[src/rtl/axil_slave_regs.sv]
`default_nettype none
// ============================================================================
// Module   : axil_slave_regs
// Purpose  : AXI4-Lite responder exposing NUM_REGS 32-bit read/write registers
//            with independent read and write state machines.
// Option   : define AXIL_SLAVE_UNALIGNED_ERR_EN to reject addr[1:0] != 0
// Revision : 1.0 - initial release
// ============================================================================
module axil_slave_regs #(
    parameter int ADDR_WIDTH = 32,
    parameter int DATA_WIDTH = 32,
    parameter int NUM_REGS   = 32
) (
    input  logic                    aclk,
    input  logic                    areset_n,
    input  logic [ADDR_WIDTH-1:0]   araddr,
    input  logic                    arvalid,
    output logic                    arready,
    output logic [DATA_WIDTH-1:0]   rdata,
    output logic [1:0]              rresp,
    output logic                    rvalid,
    input  logic                    rready,
    input  logic [ADDR_WIDTH-1:0]   awaddr,
    input  logic                    awvalid,
    output logic                    awready,
    input  logic [DATA_WIDTH-1:0]   wdata,
    input  logic [DATA_WIDTH/8-1:0] wstrb,
    input  logic                    wvalid,
    output logic                    wready,
    output logic [1:0]              bresp,
    output logic                    bvalid,
    input  logic                    bready
);

    localparam int STRB_W = DATA_WIDTH / 8;
    localparam int IDX_W  = $clog2(NUM_REGS);
    localparam logic [ADDR_WIDTH-1:0] C_ADDR_LIMIT = ADDR_WIDTH'(NUM_REGS * 4);
    localparam logic [1:0] C_RESP_OKAY   = 2'b00;
    localparam logic [1:0] C_RESP_SLVERR = 2'b10;

    typedef enum logic [0:0] {R_IDLE = 1'b0, R_RESP = 1'b1} rstate_t;
    typedef enum logic [0:0] {W_IDLE = 1'b0, W_RESP = 1'b1} wstate_t;

    rstate_t                 r_rstate;
    wstate_t                 r_wstate;
    logic [DATA_WIDTH-1:0]   r_regs [NUM_REGS];

    logic                    r_aw_got;
    logic                    r_w_got;
    logic [ADDR_WIDTH-1:0]   r_awaddr;
    logic [DATA_WIDTH-1:0]   r_wdata;
    logic [STRB_W-1:0]       r_wstrb;

    function automatic logic addr_err(input logic [ADDR_WIDTH-1:0] a);
`ifdef AXIL_SLAVE_UNALIGNED_ERR_EN
        return (a >= C_ADDR_LIMIT) || (a[1:0] != 2'b00);
`else
        return (a >= C_ADDR_LIMIT);
`endif
    endfunction

    function automatic logic [IDX_W-1:0] addr_idx(input logic [ADDR_WIDTH-1:0] a);
        return a[IDX_W+1:2];
    endfunction

    logic                    w_ar_hs;
    logic                    w_aw_hs;
    logic                    w_w_hs;
    logic                    w_aw_have;
    logic                    w_w_have;
    logic [ADDR_WIDTH-1:0]   w_cmt_addr;
    logic [DATA_WIDTH-1:0]   w_cmt_data;
    logic [STRB_W-1:0]       w_cmt_strb;
    logic                    w_cmt_err;

    assign w_ar_hs    = arvalid && arready;
    assign w_aw_hs    = awvalid && awready;
    assign w_w_hs     = wvalid && wready;
    assign w_aw_have  = r_aw_got || w_aw_hs;
    assign w_w_have   = r_w_got || w_w_hs;
    // A channel captured in an earlier cycle comes from the holding register,
    // otherwise the live bus value is committed directly.
    assign w_cmt_addr = r_aw_got ? r_awaddr : awaddr;
    assign w_cmt_data = r_w_got ? r_wdata : wdata;
    assign w_cmt_strb = r_w_got ? r_wstrb : wstrb;
    assign w_cmt_err  = addr_err(w_cmt_addr);

    always_ff @(posedge aclk or negedge areset_n) begin
        if (!areset_n) begin
            r_rstate <= R_IDLE;
            arready  <= 1'b0;
            rvalid   <= 1'b0;
            rdata    <= '0;
            rresp    <= C_RESP_OKAY;
        end else begin
            case (r_rstate)
                R_IDLE: begin
                    arready <= 1'b1;
                    if (w_ar_hs) begin
                        arready  <= 1'b0;
                        rvalid   <= 1'b1;
                        r_rstate <= R_RESP;
                        // Sampling the array here returns the pre-write value
                        // when a write commits to the same word on this edge.
                        if (addr_err(araddr)) begin
                            rdata <= '0;
                            rresp <= C_RESP_SLVERR;
                        end else begin
                            rdata <= r_regs[addr_idx(araddr)];
                            rresp <= C_RESP_OKAY;
                        end
                    end
                end
                R_RESP: begin
                    if (rready) begin
                        rvalid   <= 1'b0;
                        arready  <= 1'b1;
                        r_rstate <= R_IDLE;
                    end
                end
                default: r_rstate <= R_IDLE;
            endcase
        end
    end

    always_ff @(posedge aclk or negedge areset_n) begin
        if (!areset_n) begin
            r_wstate <= W_IDLE;
            awready  <= 1'b0;
            wready   <= 1'b0;
            bvalid   <= 1'b0;
            bresp    <= C_RESP_OKAY;
            r_aw_got <= 1'b0;
            r_w_got  <= 1'b0;
            r_awaddr <= '0;
            r_wdata  <= '0;
            r_wstrb  <= '0;
            for (int i = 0; i < NUM_REGS; i++) begin
                r_regs[i] <= '0;
            end
        end else begin
            case (r_wstate)
                W_IDLE: begin
                    if (w_aw_have && w_w_have) begin
                        if (!w_cmt_err) begin
                            for (int b = 0; b < STRB_W; b++) begin
                                if (w_cmt_strb[b]) begin
                                    r_regs[addr_idx(w_cmt_addr)][b*8 +: 8] <= w_cmt_data[b*8 +: 8];
                                end
                            end
                        end
                        bresp    <= w_cmt_err ? C_RESP_SLVERR : C_RESP_OKAY;
                        bvalid   <= 1'b1;
                        awready  <= 1'b0;
                        wready   <= 1'b0;
                        r_aw_got <= 1'b0;
                        r_w_got  <= 1'b0;
                        r_wstate <= W_RESP;
                    end else begin
                        awready <= !w_aw_have;
                        wready  <= !w_w_have;
                        if (w_aw_hs) begin
                            r_aw_got <= 1'b1;
                            r_awaddr <= awaddr;
                        end
                        if (w_w_hs) begin
                            r_w_got <= 1'b1;
                            r_wdata <= wdata;
                            r_wstrb <= wstrb;
                        end
                    end
                end
                W_RESP: begin
                    if (bready) begin
                        bvalid   <= 1'b0;
                        bresp    <= C_RESP_OKAY;
                        awready  <= 1'b1;
                        wready   <= 1'b1;
                        r_wstate <= W_IDLE;
                    end
                end
                default: r_wstate <= W_IDLE;
            endcase
        end
    end

endmodule
`default_nettype wire

[config.mk]
export PLATFORM = sky130hd
export DESIGN_NAME = axil_slave_regs
export DESIGN_NICKNAME = d
export VERILOG_FILES = /design/src/rtl/axil_slave_regs.sv
export SDC_FILE = /design/constraint.sdc
export NUM_CORES = 2
export LEC_CHECK = 0
export ABC_AREA = 1
export CAP_MARGIN = 5
export CORE_AREA = 2 2 483 485
export CTS_CLUSTER_DIAMETER = 30
export DETAILED_ROUTE_END_ITERATION = 8
export DIE_AREA = 0 0 485 487
export GPL_TIMING_DRIVEN = 0
export HOLD_SLACK_MARGIN = 0.12
export PLACE_DENSITY = 0.4
export SLEW_MARGIN = 20
export SYNTH_ARGS = -nofsm -noshare
export SYNTH_HDL_FRONTEND = slang
export SYNTH_SLANG_ARGS = --single-unit
[constraint.sdc]
create_clock -name aclk -period 6.7 [get_ports aclk]
set_clock_uncertainty 0.2 [all_clocks]
set_input_delay 1.005 -clock aclk [delete_from_list [all_inputs] [get_ports aclk]]
set_output_delay 1.005 -clock aclk [all_outputs]
set_load 0.01 [all_outputs]
==> key figures <==
Placement
  – RD Place Congestion: 0.994
  – Hpwl dp: 244 mm
  – Placed Cells: approximately 11000
  – IO buf count: roughly 140

Global routing
  – Gr ovfl total: 0
  – Initial antenna violation count: 20
  – First-pass GRT wire length: approximately 470 mm
  – GRT Total Usage: 28.1%
  – Largest net degree at the start of global routing: between 100 and 150
  – Vias in the first global route: 59800

Critical path
  – Crit path DAT: approximately 5000 ps
  – Crit path required time: 7370 ps
  – CP endpoint kind: flop
  – Crit-path max FO: 10
  – Crit start category: primary input
  – Worst Path Class, Setup: primary input to flop

Clock tree
  – CTS Buffer Depth: 4
  – CTS tree: yes
  – Clock sink count: 1133
  – Clk_lat worst skew: between 900 and 1000 ps
  – Cts hold-fix bufs: 1
  – PostCTS Resize Cnt: 0
  – H-Tree Depth: 5
  – Root buf cell: clkbuf_16
  – Clock-pin slew on the worst setup and hold paths: ~40 ps
  – Post-CTS Setup Repair Bufs: 0
  – CTS Buf Count: about 380

Run
  – Max-cap violations: 0

Synthesis
  – Post-Syn Area: between 50000 and 60000 sq um
  – Post-synthesis simple-gate area fraction: a little over two fifths
  – Biggest area consumer among synthesized cells: dfrtp_1
  – Main synth FF type: dfrtp_1
  – Most instantiated cells after synthesis: nand2_1 (3395), nand4_1 (1134), dfrtp_1 (1133)
  – XOR/XNOR Fraction of Synth Area: 0%
  – Mean Syn Cell Area: ~7.5 sq um
  – Asr flop ratio synth: 100%
  – Count leader, synth: nand2_1
  – #FFs+latches synth: 1133
  – Mapped Cells: 7610
  – Main area contributors after synthesis: dfrtp_1 (49%), nand2_1 (22%), nand4_1 (12%)
  – Sequential-to-total area share from yosys stat: 49.4%
  – Yosys Warn Count: 0
  – Yosys cell types: 27
  – Largest family of logic cells by synthesized area: simple AND/OR/NAND/NOR gates
  – Synth Area in Compound Gates: 0.894%
  – Adder-cell share of the synthesized area: 0%
  – Number of flops mapped to enable cells by yosys: 0
  – Mux contribution to synthesized area: less than 1%
  – Yosys top cell area share: between 40 and 50%

Die
  – Die Y: ~500 um
  – Initial core utilization: approximately 25%
  – Die width: around 490 um
  – Core area: between 200000 and 250000 sq um
  – Ports: between 100 and 150
  – # rows: 177
  – Full die area: 236000 sq um

Pwr
  – Worst VDD drop: 0.351 mV
  – Leak: around 37 nW
  – Final Power: approximately 30 mW
  – PD cells: roughly 400 nW/um^2

Routing
  – Initial DRC count: 8308
  – Post-DR vias/cell: approximately 5.5
  – Routed length per instance: slightly below 30 um
  – Final antenna-violating net count: 0
  – Detailed-route DRC error count: 0
  – Via count: 62600
  – DR pass1 iterations: 8
  – Total wire length: between 300 and 400 mm

Timing
  – Pins Over Slew Limit: 0
  – RSZ-0062 raised after global routing: false
  – Final worst path period need: 4370 ps
  – Fin. Hold Viols: 0
  – Period utilization: 65.3%
  – Worst hold slack: around 270 ps
  – Worst-margin pin slew: 1320 ps
  – Slew headroom: about an eighth
  – Final setup vio count: 0
  – Fmax: about 0.23 GHz
  – Setup TNS: 0 ps

Cells and area
  – Fillcell total: 24800
  – Nets: a little over 8000
  – Layout cell share with drive strength beyond 1: around 10%
  – Area Growth Syn to Fin: 31.8%
  – Non-Filler Instances: between 10000 and 15000

Hold path
  – Hold Crit Class: flop to flop

Outcome
  – Outcome: completed
layout by cell type (no fill, tap or decap), types with 58 or more instances in the layout:
cell type           n
nand2_1          3395
nand4_1          1134
dfrtp_1          1133
nand3_1           937
clkbuf_1          562
clkbuf_16         385
clkdlybuf4s50_1   137
buf_2             105
clkbuf_8           87
clkinv_2           76
inv_1              70
buf_1              58
cell families (layout without fill, tap and decap cells):
kind of cell           count (synthesis)  in the layout
AND/OR/NAND/NOR                     5579           5579
buffers and inverters                780           1598
other                                  1             15
multiplexers                          18             18
AO/OA/AOI/OAI                         99             99
flip-flops                          1133           1133
worst max-delay path, cell delays in order:
cell and delay [ps]:
clkdlybuf4s50_1 610, clkbuf_1 870, clkbuf_1 1030, nand3_1 330, nand3_1 390, nand2_1 90
nand2_1 240, nand3_1 310, nand2_1 130
registers in the layout, indices dropped and copies added, names as in the netlist:
register	cells
bresp	1
wready	1
r_aw_got	1
arready	1
r_wdata	32
rresp	1
rdata	32
rvalid	1
r_wstrb	4
awready	1
r_rstate	1
r_w_got	1
r_awaddr	30
r_wstate	1
r_regs	1024
bvalid	1
layer usage:
metal	part of all wire, %	vias up	track usage, %
met1	43	31400	38.1
met3	10	714	7.87
met2	41	3532	40.1
met4	6.0	22	15.2
met5	0.12	-	0.204
li1	-	27000	-
worst paths after layout:
kind,start,cells past startpoint,end,slack (ps)
setup / recovery,araddr[4],9,rdata[18]$_DFFE_PN0P_,2330
hold / removal,r_regs[117]$_DFFE_PN0P_,2,r_regs[117]$_DFFE_PN0P_,270
setup reg to reg,r_aw_got$_DFFE_PN0P_,7,r_regs[891]$_DFFE_PN0P_,2670
hold reg to reg,r_regs[117]$_DFFE_PN0P_,2,r_regs[117]$_DFFE_PN0P_,270
max in group asynchronous,areset_n,5,r_regs[389]$_DFFE_PN0P_,3850
min in group asynchronous,areset_n,2,r_regs[970]$_DFFE_PN0P_,330
where the power goes:
group / internal (mW) / switching, mW / leakage [nW] / total, mW
Sequential: 7.09 / 0.118 / 15.7 / 7.21
Combinational: 0.802 / 5.15 / 15.1 / 5.95
Clock: 12.3 / 5.03 / 6.18 / 17.3
Total: 20.2 / 10.3 / 37.0 / 30.5
cell type report:
type / instances / area, sq um / area share (%)
flip-flops and latches: 1133 / 28400 / 37.5
repair buffers: 157 / 1820 / 2.40
clock buffers: 546 / 11100 / 14.7
well taps: 3043 / 3810 / 5.04
clock inverters: 115 / 1320 / 1.75
inverters: 77 / 289 / 0.382
diodes: 13 / 32.5 / 0.0430
plain buffers: 703 / 2850 / 3.77
multi-input cells: 5698 / 26000 / 34.4
stage by stage:
stage / util [%] / setup slack, ps / instance area [sq um]
after detailed placement: 27.3 / 1620 / 63100
after floorplan: - / 4110 / 57400
after CTS: 32.6 / 2640 / 75600
final: 32.7 / 2330 / 75600
after global placement: 27.0 / -53660 / 62600
after global routing: 32.7 / 2430 / 75600
No activity file was read; power rests on OpenSTA's default activity.
